<file path="src/rtl/fire_pkg.sv">
// fire_pkg: shared widths, trip points, indicator bit positions and heat FSM states
package fire_pkg;
    localparam int TEMP_W    = 8;
    localparam int TEMP_ON   = 46;
    localparam int TEMP_OFF  = 43;
    localparam int SMOKE_BIT = 0;
    localparam int HEAT_BIT  = 1;
    typedef enum logic {HEAT_COOL = 1'b0, HEAT_HOT = 1'b1} heat_state_t;
endpackage

</file>
<file path="src/rtl/fire_sensor_conditioner_sync_debounce.sv">
// sync_debounce: two-flop synchroniser followed by a DEBOUNCE-cycle change filter
//   clk, rst : clock, synchronous active-high reset
//   din      : asynchronous input
//   dout     : registered debounced level
module sync_debounce
    import fire_pkg::*;
#(
    parameter int DEBOUNCE = 16
) (
    input  logic clk,
    input  logic rst,
    input  logic din,
    output logic dout
);
    localparam int CW = $clog2(DEBOUNCE + 1);
    localparam logic [CW-1:0] LAST = CW'(DEBOUNCE - 1);
    logic s1, s2;
    logic [CW-1:0] cnt;
    always_ff @(posedge clk) begin
        if (rst) begin
            s1   <= 1'b0;
            s2   <= 1'b0;
            cnt  <= '0;
            dout <= 1'b0;
        end else begin
            s1 <= din;
            s2 <= s1;
            // any cycle agreeing with the output restarts the run
            if (s2 != dout) begin
                if (cnt == LAST) begin
                    dout <= s2;
                    cnt  <= '0;
                end else begin
                    cnt <= cnt + 1'b1;
                end
            end else begin
                cnt <= '0;
            end
        end
    end
endmodule

</file>
<file path="src/rtl/fire_sensor_conditioner.sv">
// fire_sensor_conditioner: debounced smoke flag, hysteretic heat flag and thermometer staleness
//   clk, rst        : clock, synchronous active-high reset
//   smoke_raw       : asynchronous smoke line, 1 = smoke
//   temp_valid      : one-cycle strobe qualifying temp_c
//   temp_c          : signed temperature sample in degrees C
//   fire_indicators : bit0 smoke confirmed, bit1 heat confirmed (registered)
//   temp_stale      : no temp_valid for TIMEOUT cycles
module fire_sensor_conditioner
    import fire_pkg::*;
#(
    parameter int TEMP_W   = fire_pkg::TEMP_W,
    parameter int TEMP_ON  = fire_pkg::TEMP_ON,
    parameter int TEMP_OFF = fire_pkg::TEMP_OFF,
    parameter int DEBOUNCE = 16,
    parameter int CONFIRM  = 3,
    parameter int TIMEOUT  = 1000000
) (
    input  logic                     clk,
    input  logic                     rst,
    input  logic                     smoke_raw,
    input  logic                     temp_valid,
    input  logic signed [TEMP_W-1:0] temp_c,
    output logic [1:0]               fire_indicators,
    output logic                     temp_stale
);
    localparam int CW = $clog2(CONFIRM + 1);
    localparam int TW = $clog2(TIMEOUT + 1);
    localparam logic [CW-1:0] C_LAST = CW'(CONFIRM - 1);
    localparam logic [TW-1:0] T_MAX  = TW'(TIMEOUT);
    localparam logic signed [TEMP_W-1:0] ON_T  = TEMP_W'(TEMP_ON);
    localparam logic signed [TEMP_W-1:0] OFF_T = TEMP_W'(TEMP_OFF);
    heat_state_t state, state_n;
    logic [CW-1:0] cnt, cnt_n;
    logic [TW-1:0] timer, timer_n;
    logic heat_q, smoke, qual, enter_stale;
    sync_debounce #(.DEBOUNCE(DEBOUNCE)) u_smoke (
        .clk  (clk),
        .rst  (rst),
        .din  (smoke_raw),
        .dout (smoke)
    );
    always_comb begin
        // a sample qualifies when it argues for leaving the current state
        qual        = state == HEAT_COOL ? temp_c >= ON_T : temp_c <= OFF_T;
        timer_n     = temp_valid ? '0 : timer == T_MAX ? timer : timer + 1'b1;
        enter_stale = timer_n == T_MAX && timer != T_MAX;
        state_n     = state;
        cnt_n       = cnt;
        if (temp_valid) begin
            if (!qual) begin
                cnt_n = '0;
            end else if (cnt == C_LAST) begin
                state_n = state == HEAT_COOL ? HEAT_HOT : HEAT_COOL;
                cnt_n   = '0;
            end else begin
                cnt_n = cnt + 1'b1;
            end
        end else if (enter_stale) begin
            // stale thermometer: drop partial evidence, hold the state
            cnt_n = '0;
        end
    end
    always_ff @(posedge clk) begin
        if (rst) begin
            state  <= HEAT_COOL;
            cnt    <= '0;
            timer  <= '0;
            heat_q <= 1'b0;
        end else begin
            state  <= state_n;
            cnt    <= cnt_n;
            timer  <= timer_n;
            heat_q <= state_n == HEAT_HOT;
        end
    end
    assign temp_stale = timer == T_MAX;
    always_comb begin
        fire_indicators            = '0;
        fire_indicators[SMOKE_BIT] = smoke;
        fire_indicators[HEAT_BIT]  = heat_q;
    end
endmodule
</file>
<file path="config.mk">
export PLATFORM = sky130hd
export DESIGN_NAME = fire_sensor_conditioner
export DESIGN_NICKNAME = d
export VERILOG_FILES = /design/src/rtl/fire_pkg.sv /design/src/rtl/fire_sensor_conditioner_sync_debounce.sv /design/src/rtl/fire_sensor_conditioner.sv
export SDC_FILE = /design/constraint.sdc
export NUM_CORES = 1
export LEC_CHECK = 0
export BUFFER_PORTS_ARGS = -buffer_cell sky130_fd_sc_hd__buf_4
export CORE_MARGIN = 5
export CORE_UTILIZATION = 45
export DETAILED_ROUTE_END_ITERATION = 12
export PLACE_DENSITY_LB_ADDON = 0.05
export SYNTH_ARGS = -nofsm -noshare
export SYNTH_HDL_FRONTEND = slang
export SYNTH_HIERARCHICAL = 1
export SYNTH_SLANG_ARGS = --single-unit
</file>
<file path="constraint.sdc">
create_clock -name clk -period 2.81 [get_ports clk]
set_clock_uncertainty 0.05 [all_clocks]
set_input_delay 0.562 -clock clk [delete_from_list [all_inputs] [get_ports clk]]
set_output_delay 0.562 -clock clk [all_outputs]
set_load 0.01 [all_outputs]
</file>
* Yosys cells after proc, flatten, opt, wreduce, memory -nomap -nowiden
Index checks and enable logic that the tools add are counted.
** Storage, ports and cells
- Register bits after elaboration :: 31
- Logic and storage cells :: 32
** Cells by class
- Add/sub/neg operators :: 3
- $lt $le $gt $ge :: 2
- Equal/unequal tests :: 6
- Muxes and demuxes :: 8
- Bitwise logic cells :: 1
- Reductions and logical operators :: 5
** Operators by type and width (number)
- == test 20 bit (second input constant) :: 2
- two-way mux 20 bit :: 2
- adder 20 x 1 -> 20 bit (second input constant) :: 1
- inequality test 20 bit (second input constant) :: 1
- >= comparator 8 x 7 -> 1 bit (second input constant) :: 1
- <= comparator 8 x 7 -> 1 bit (second input constant) :: 1
- two-way mux 2 bit :: 4
- adder 5 x 1 -> 5 bit (second input constant) :: 1
- == test 5 x 4 -> 1 bit (second input constant) :: 1
- AND reduction 3 bit :: 1
- OR reduction 3 bit :: 1
- adder 2 x 1 -> 2 bit (second input constant) :: 1
- == test 2 bit (second input constant) :: 1
- two-way mux 1 bit :: 2
- AND reduction 2 bit :: 1
- nonzero test 2 bit :: 1
- logical AND 1 bit :: 1
- inequality test 1 bit :: 1
- NOT 1 bit :: 1

* Longest topological paths before layout
Gate-level depths: netlist (run 1).
- Depth in word-level cells :: 7
- Depth in mapped cells :: 8
- Gate-level depth less buffers :: 8

* Modules after synthesis
Netlist (run 1), hierarchy kept.
** Modules (own cells, without submodules)
- fire_sensor_conditioner :: times used 1, cells an instance 182, area an instance 1491.4 µm², seq. area each 460.4 µm²
- sync_debounce :: times used 1, cells an instance 27, area an instance 286.5 µm², seq. area each 160.2 µm²

* Worst setup path before layout (run 1)
OpenSTA, ideal clock, no wires.
- Path type :: reg2reg
- Start point :: reg timer[1]
- End point :: reg, netlist name cnt[0]
- Library setup time :: 128 ps
- Data arrival time :: 2121 ps
- Data required time :: 2632 ps
- Setup slack :: 511 ps
- Stages on the path, launching flop included :: 9
- Cell sequence :: dfxtp_1 -> ha_1 -> buf_4 -> nand3_4 -> or3_1 -> a2111oi_2 -> nand4b_1 -> a2111oi_2 -> o2bb2ai_1
** RTL lines
- start: declaration :: RTL line fire_sensor_conditioner.sv:34 : logic [TW-1:0] timer, timer_n;
- start signal: assignment :: RTL line fire_sensor_conditioner.sv:72 : timer <= timer_n;

==> metrics.txt, run 1 <==
Reg area 621 µm²; post-synthesis cell count 209; Finished Cell Area 2010 µm²; WL per Instance 15.1 µm; clock network power share 48.1%; post-synth cell types 48; Final setup viols 0; Die H 72.9 µm; Worst-Margin Slew 568 ps; largest net degree at the start of global routing 18; post-synth top area cell dfxtp_1; Antenna Nets Post-Route 0; Worst setup SP type flop; largest family of logic cells by synthesized area simple AND/OR/NAND/NOR gates; Top FF cell, synth dfxtp_1; clock slew at reported path FFs 60 ps; ranking of synthesized cells by area dfxtp_1, nor2_1, xnor2_1; Worst Setup End Kind flop; Design Power 939 µW; pre-CTS WS 264 ps; routed via count 1,535; Int Pwr 748 µW; combinational power share 4.1%; cts hold-fix bufs 0; status completed; worst-path fanout max 8; CP Data Arrival Time 2670 ps; layout net count 236; routed wl met3 223 µm; post-synthesis simple-gate area fraction 30.8%; Async SR Flop Fraction 0%; final WL 4060 µm; Highest Clock Rate 390 MHz; postcts setup bufs 0; Net Sw Frac 20.3%; Die X 72.9 µm; routed wl met2 1840 µm; top sig layer met4; # resized after CTS 0; Clk Latency, worst-skew pair 280 ps; die area 5310 µm²; io pins 15; critical path class flop to flop; Leak 0.000694 µW; Final Worst Setup Slack 246 ps; detailed-router iteration count before antenna repair 4; Mapped Area 1780 µm²; minimum clock period 2560 ps; Num CTS Buffers 5; FF+latch count, synth 31; final core occ 53.6%; most numerous cell in the Yosys netlist nor2_1; Post-synth top cells nor2_1, dfxtp_1, nand2_1; # fillers 362; Initial Utilization 47.5%; vias in the first global route 1,525; CTS root buffer clkbuf_8; sequential area share after synthesis 34.9%; required time of the critical path 2910 ps; clock sink total 31; antenna violations before repair 0; YS warnings 6; area of the core 3740 µm²; Clock Path Buffers 2; Avg Inst Size Synth 8.51 µm²; Slew HR 62.0%; RSZ-0062 raised after global routing false; PortBufs 13; endpoints failing hold 0; switching pwr 190 µW; Worst VDD drop 293 µV; Reg power frac 47.7%; xor/xnor share of the synthesized area 9.85%; area grow syn2layout 12.9%; last weighted congestion value of the routability-driven placer 0.939; Initial DRC Count 41; global-route wire length before repair 6930 µm; max_cap viols 0; Std-Cell Rows 22; top cell type's share of synthesized area 34.9%; Pins Over Slew Limit 0; diode count 0; CTS H-tree depth 2; FF-to-FF setup slack 250 ps; CTS tree built; layout cells sized above 1 15.4%; Via density 5.71; part of the cycle the worst path needs 91.2%; grt ovf 0; Post-synth EDFFs 0; Multi-input gate area 1050 µm²; dpl cell area 1890 µm²; DP HPWL 3050 µm; Fin Setup TNS 0 ps; DRT met1 WL 1890 µm; drt drc 0; post-synthesis adder-cell area fraction 2.81%; PD cells 468 nW/µm²; total global-route track usage 16.6%; Synth Area in Compound Gates 14.1%; Worst Hold Class flop to flop; post-synthesis mux area share 1.69%; Synthesized Nets 225
[cell families after synthesis]
logic type               after synthesis
AND/OR/NAND/NOR                       99
AO/OA/AOI/OAI                         31
adder cells (fa/ha/maj)                4
buffers and inverters                 21
flip-flops                            31
multiplexers                           3
XOR/XNOR                              20
[flip-flops by register name, indices dropped and copies added (netlist names)]
| signal | flops |
|---|---|
| u_smoke/dout | 1 |
| u_smoke/cnt | 5 |
| u_smoke/s1 | 1 |
| heat_q | 1 |
| cnt | 2 |
| u_smoke/s2 | 1 |
| timer | 20 |
[final cells by class]
type                    instances  area share [%]
multi-input cells             157            52.6
clock buffers                   6            4.11
repair buffers                 16            5.99
clock inverters                 2            1.75
flip-flops and latches         31            30.9
inverters                       9            1.68
well taps                      48            2.99
[cells in the final DEF, fill, tap and decap left out, types with 4 or more instances in the layout]
cell and instances:
nor2_1 33, dfxtp_1 31, buf_4 16, nand2_1 13, xnor2_1 12, nand3_1 11, inv_1 9, xor2_1 8
nor3_1 7, clkbuf_8 6, nor4_1 5, nor2b_1 4, and3_1 4, ha_1 4
[per-stage QoR]
step           hold slack, ps  instances
2_1_floorplan             364        209
3_3_place_gp              378        261
3_5_place_dp              390        261
4_1_cts                   409        269
5_1_grt                   413        269
6_report                  403        269
[final timing paths]
| path | from | end | depth (start not counted) |
|---|---|---|---|
| hold / removal | u_smoke/cnt[0] | u_smoke/cnt[0] | 1 |
| setup reg to reg | timer[1] | cnt[0] | 7 |
| setup / recovery | timer[1] | cnt[0] | 7 |
| hold reg to reg | u_smoke/cnt[0] | u_smoke/cnt[0] | 1 |
[critical path: stages (launching register included)]
cell and delay (ps):
dfxtp_1 460, ha_1 260, nand3_4 120, or3_1 380
a2111oi_2 380, nand4b_1 160, a2111oi_2 480, o2bb2ai_1 130
[power by group through the flow]
| stage | registers (µW) | clock network (µW) | logic, µW |
|---|---|---|---|
| finish | 448 | 452 | 38.8 |
| global route | 448 | 487 | 43.8 |
| CTS | 448 | 466 | 39.4 |
| detailed placement | 458 | 0 | 39.2 |
| global placement | 457 | 0 | 37.6 |
| floorplan | 456 | 0 | 21.3 |
[metal layers]
| layer | global-route usage, % | up-vias |
|---|---|---|
| met5 | 0 | - |
| met4 | 8.40 | 0 |
| met3 | 4.41 | 12 |
| met2 | 26.7 | 45 |
| met1 | 20.5 | 714 |
| li1 | - | 764 |
Note: power is estimated with default switching activity, not from simulation.
==> inputs of run 2 (changes only) <==
- ABC_AREA: not set -> 1
==> run 2 against run 1 <==
Net effect: combinational power rose by 20%; sequential cell count did not move; total power rose by 2.6%; die area rose by 2.1%; setup slack improved by 320 ps.
==> metrics.txt, run 2 <==
status completed; CTS H-tree depth 2 (unchanged); Via density 4.99 (-12%); CP Data Arrival Time 1630 ps (-1040 ps); Initial Utilization 45.8% (-1.7 points); Clock Path Buffers 2 (unchanged); Avg Inst Size Synth 6.32 µm² (-26%); grt ovf 0 (unchanged); Most flops, register timer; post-synthesis cell count 288 (+38%); global-route wire length before repair 7320 µm (+5.6%); most numerous cell in the Yosys netlist nand2_1; reg2reg path depth 13 (+6); area of the core 3970 µm² (+6.1%); Async SR Flop Fraction 0% (unchanged); CTS tree built; vias in the first global route 1,636 (+7.3%); WL per Instance 12.0 µm (-20%); Num CTS Buffers 5 (unchanged); part of the cycle the worst path needs 80.0% (-11 points); clock sink total 31 (unchanged); total global-route track usage 17.7% (+1.1 points); commonest non-fill, non-tap cells in the layout nand2_1, nor2_1, inv_1; YS warnings 6 (unchanged); Worst Hold Depth 2 (+1); io pins 15 (unchanged); Leak 0.000851 µW (+23%); Top FF cell, synth dfxtp_1; Highest Clock Rate 445 MHz (+14%); Final setup viols 0 (unchanged); most common cell after layout, fill and taps aside nand2_1; Fin Setup TNS 0 ps (unchanged); FF-to-FF setup slack 770 ps (+520 ps); Reg area 621 µm² (unchanged); # fillers 430 (+19%); Initial DRC Count 109 (+170%); worst-path fanout max 4 (-4); Clk Latency, worst-skew pair 290 ps (about the same); Worst VDD drop 388 µV (+32%); detailed-router iteration count before antenna repair 5 (+1); PortBufs 13 (unchanged); Die X 73.6 µm (+1.0%); layout cells sized above 1 12.5% (-2.9 points); PD cells 465 nW/µm² (-0.47%); required time of the critical path 2200 ps (-710 ps); Worst Hold Launch u_smoke/s1; DP HPWL 3230 µm (+6.1%); Die H 73.6 µm (+1.0%); Multi-input gate area 1020 µm² (-3.3%); drt drc 0 (unchanged); Slew HR 67.7% (+5.7 points); dpl cell area 1950 µm² (+3.2%); Mapped Area 1820 µm² (+2.4%); Design Power 963 µW (+2.6%); Finished Cell Area 2070 µm² (+3.1%); # resized after CTS 0 (unchanged); CP bufs+invs 2 (+2); FF-to-FF Start timer[1]; final core occ 52.1% (-1.5 points); ranking of synthesized cells by area dfxtp_1, nand2_1, nor2_1; clock slew at reported path FFs 70 ps (about the same); Post-synth top cells nand2_1, nor2_1, inv_1; die area 5420 µm² (+2.1%); post-synth top area cell dfxtp_1; max_cap viols 0 (unchanged); Worst Hold Class flop to flop; Worst-Margin Slew 484 ps (-84.2 ps); Hold Crit Endpoint u_smoke/s2; diode count 0 (unchanged); cts hold-fix bufs 0 (unchanged); antenna violations before repair 0 (unchanged); minimum clock period 2250 ps (-317 ps); CP top delay family simple AND/OR/NAND/NOR gates; Post-synth EDFFs 0 (unchanged); CTS root buffer clkbuf_8; CP peak stage delay 380 ps (-100 ps); Critical R2R Capture cnt[0]; top flop regs timer x20, u_smoke/cnt x5, cnt x2; post-synth cell types 29 (-40%); FF+latch count, synth 31 (unchanged); largest net degree at the start of global routing 22 (+4); Std-Cell Rows 23 (+4.5%); Pins Over Slew Limit 0 (unchanged); last weighted congestion value of the routability-driven placer 0.932 (-0.67%); Worst Setup End Kind primary output; Synthesized Nets 304 (+35%); final WL 4260 µm (+4.9%); Worst setup SP type flop; WP depth 5 (-2); Slowest-stage cell, CP nor4_1; top cell type's share of synthesized area 34.1% (-0.82 points); critical path class flop to primary output; worst-path cell chain inv_1 > ha_1 > nand3_1 > nor4_1 > buf_4; area grow syn2layout 13.6%; endpoints failing hold 0 (unchanged); Antenna Nets Post-Route 0 (unchanged); max reg flops 20 (unchanged); postcts setup bufs 0 (unchanged); RSZ-0062 raised after global routing false; routed via count 1,768 (+15%); layout net count 319 (+35%); sequential area share after synthesis 34.1% (-0.82 points)
run 2: changes by cell type in the layout (fill, tap and decap cells not counted), sizes merged, moves of 8 or more:
| cell | before | now |
|---|---|---|
| nand2 | 13 | 69 |
| inv | 9 | 40 |
| nand3 | 13 | 33 |
| a21oi | 3 | 11 |
| xnor2 | 12 | 1 |
| nor2 | 33 | 65 |
run 2: how the worst max path moves through the flow:
stage / startpoint / slack (ps) / to
3_3_place_gp: temp_valid / 810 / cnt[1]
4_1_cts: timer[0] / 530 / temp_stale
3_5_place_dp: timer[1] / 780 / cnt[1]
2_1_floorplan: timer[0] / 970 / temp_stale
5_1_grt: timer[12] / 380 / temp_stale
6_report: timer[0] / 560 / temp_stale
run 2: layout make-up:
class / instances / area share (%)
multi-input cells: 212 / 49.3
well taps: 50 / 3.02
flip-flops and latches: 31 / 30.0
inverters: 40 / 7.26
clock inverters: 2 / 1.69
clock buffers: 6 / 3.99
repair buffers: 13 / 4.72
run 2: worst min-delay path: cells and delay by family, from the launching register on:
family        cells  cell delay (ps)
flops             1              300
simple gates      1               30
buf+inv           1               40
run 2: per-stage QoR:
stage,hold slack [ps],setup slack [ps],std cells
finish,355,563,354
global route,397,378,354
CTS,360,530,354
detailed placement,350,780,346
global placement,339,807,346
floorplan,338,974,288
run 2: logic make-up (layout without fill, tap and decap cells):
logic type | count (synthesis) | after routing | share of synthesized area, %
xor gates and xnor gates | 4 | 4 | 1.92
buffers and inverters | 45 | 61 | 9.90
AOI/OAI and AO/OA | 24 | 24 | 7.42
DFF | 31 | 31 | 34.1
adders and majority gates | 4 | 4 | 2.75
and+or+nand+nor | 180 | 180 | 43.9
run 2: where the power goes:
group          internal (µW)  switching [µW]
clock                    287             182
combinational           18.4            28.2
sequential               444            3.59
total                    749             214
run 2: metal layers:
layer | share of wire (%) | wire (µm) | track usage [%]
met1 | 47 | 2020 | 22.4
met2 | 47 | 2010 | 28.8
met3 | 3.5 | 147 | 4.10
met4 | 1.9 | 83 | 7.24
met5 | 0 | 0 | 0
==> inputs of run 3 (changes only) <==
- clock period: 2.81 -> 1.95 ns (I/O delays scaled with it)
==> run 3 against run 2 <==
Net effect: worst hold slack worse by 100 ps; final area is 11% higher; sequential power is 43% higher; first-iteration DRC count is 9.2% higher; sequential share of layout area is 1.7 points lower; non-clock buffer count is 12 higher; via count is 3.6% higher; global-route usage is 0.56 points higher; largest cell class unchanged; highest routed layer unchanged.
==> metrics.txt, run 3 (synthesis gave the netlist of run 2 again) <==
PortBufs 13 (unchanged); combinational power share 5.9% (+1.1 points); most common cell after layout, fill and taps aside nand2_1; Worst setup SP type flop; Int Pwr 1050 µW (+40%); routed wl met2 2190 µm (+9.0%); Final Worst Setup Slack 55.1 ps (-508 ps); reg2reg path depth 13 (unchanged); CTS tree built; max_cap viols 0 (unchanged); critical path class flop to primary output; clock sink total 31 (unchanged); Most flops, register timer; top sig layer met4; Initial DRC Count 119 (+9.2%); Num CTS Buffers 5 (unchanged); area of the core 3970 µm² (unchanged); Reg power frac 46.7% (+0.2 points); clock slew at reported path FFs 70 ps (about the same); grt ovf 0 (unchanged); CP Data Arrival Time 1450 ps (-180 ps); Worst Hold Depth 3 (+1); Leak 0.000936 µW (+9.9%); Worst Hold Class input port to flop; Worst VDD drop 468 µV (+21%); commonest non-fill, non-tap cells in the layout nand2_1, nor2_1, inv_1; global-route wire length before repair 7530 µm (+2.8%); CTS root buffer clkbuf_8; vias in the first global route 1,749 (+6.9%); io pins 15 (unchanged); Worst Setup End Kind primary output; Pins Over Slew Limit 0 (unchanged); max reg flops 20 (unchanged); worst-path fanout max 4 (unchanged); Slew HR 79.9% (+12 points); layout cells sized above 1 28.2% (+16 points); layout net count 331 (+3.8%); total global-route track usage 18.3% (+0.56 points); diode count 0 (unchanged); Antenna Nets Post-Route 0 (unchanged); WL per Instance 12.4 µm (+3.0%); die area 5420 µm² (unchanged); final core occ 57.7% (+5.6 points); pre-CTS WS -31.2 ps (-811 ps); Worst-Margin Slew 300 ps (-184 ps); last weighted congestion value of the routability-driven placer 0.947 (+1.6%); Highest Clock Rate 528 MHz; Design Power 1370 µW (+42%); Std-Cell Rows 23 (unchanged); area grow syn2layout 25.8%; final WL 4530 µm (+6.5%); Initial Utilization 45.8% (unchanged); detailed-router iteration count before antenna repair 4 (-1); largest net degree at the start of global routing 22 (unchanged); top flop regs timer x20, u_smoke/cnt x5, cnt x2; Fin Setup TNS 0 ps (unchanged); DRT met1 WL 2140 µm (+6.2%); antenna violations before repair 0 (unchanged); Net Sw Frac 23.4% (+1.2 points); Clock Path Buffers 2 (unchanged); PD cells 598 nW/µm² (+29%); endpoints failing hold 0 (unchanged); routed wl met3 151 µm (+2.7%); DP HPWL 3480 µm (+7.8%); switching pwr 320 µW (+50%); routed via count 1,831 (+3.6%); Die X 73.6 µm (unchanged); CTS H-tree depth 2 (unchanged); Clk Latency, worst-skew pair 290 ps (about the same); cts hold-fix bufs 0 (unchanged); minimum clock period 1890 ps; drt drc 0 (unchanged); clock network power share 47.3% (-1.4 points); # fillers 425 (-1.2%); Final setup viols 0 (unchanged); required time of the critical path 1510 ps (-690 ps); status completed; Die H 73.6 µm (unchanged); Via density 5.00 (+0.17%); part of the cycle the worst path needs 97.2%
==> run 3: changes by cell type in the layout (fill, tap and decap cells not counted), moves of 4 or more <==
cell,delta
dfxtp_1,-14
buf_4,+12
dfxtp_2,+10
nor2_1,-7
inv_1,-6
inv_2,+6
nand2_1,-5
nand2_2,+5
dfxtp_4,+4
nor2_4,+4
==> run 3: worst paths after layout <==
kind | startpoint | endpoint | slack (ps)
max | timer[13] | temp_stale | 60
min | smoke_raw | u_smoke/s1 | 250
max reg2reg | timer[0] | cnt[0] | 90
min reg2reg | u_smoke/s1 | u_smoke/s2 | 370
==> run 3: final cells by class <==
cell class	count	area, µm²	share of cell area [%]
clock buffer	5	68.8	3.01
timing repair buffer	25	188	8.20
inverter	40	150	6.56
clock inverter	3	43.8	1.91
sequential	31	648	28.3
tap	50	62.6	2.73
multi-input combinational	212	1130	49.3
==> run 3: layer usage <==
metal / global-route usage [%] / vias to the layer above
li1: - / 963
met4: 7.04 / 0
met1: 22.9 / 835
met5: 0 / -
met3: 4.38 / 5
met2: 30.1 / 28
==> run 3: worst max-delay path, stage by stage (launching register included) <==
cell	delay (ps)
dfxtp_4	360
inv_2	70
nand2_2	60
nor2_4	130
nand3_2	100
nor4_4	280
buf_4	160
==> run 3: repair_timing <==
item | 4_1_cts | 5_1_grt
endpoints found under the setup margin | 3 | 3
setup buffers | 1 | 1
resized for setup | 11 | 39
pin swaps | 1 | 11
==> run 3: power by group through the flow <==
stage / logic (µW) / clock network (µW) / registers, µW
after floorplan: 40.1 / 0 / 658
after global placement: 72.5 / 0 / 659
after detailed placement: 73.4 / 0 / 659
after CTS: 80.4 / 667 / 644
after global routing: 90.9 / 692 / 641
final: 81.5 / 648 / 640
==> run 3: through the flow <==
step / instances / hold slack [ps] / cell area (µm²)
after floorplan: 288 / 338 / 1820
after global placement: 356 / 346 / 2030
after detailed placement: 356 / 360 / 2030
after CTS: 365 / 248 / 2190
after global routing: 366 / 265 / 2290
final: 366 / 253 / 2290
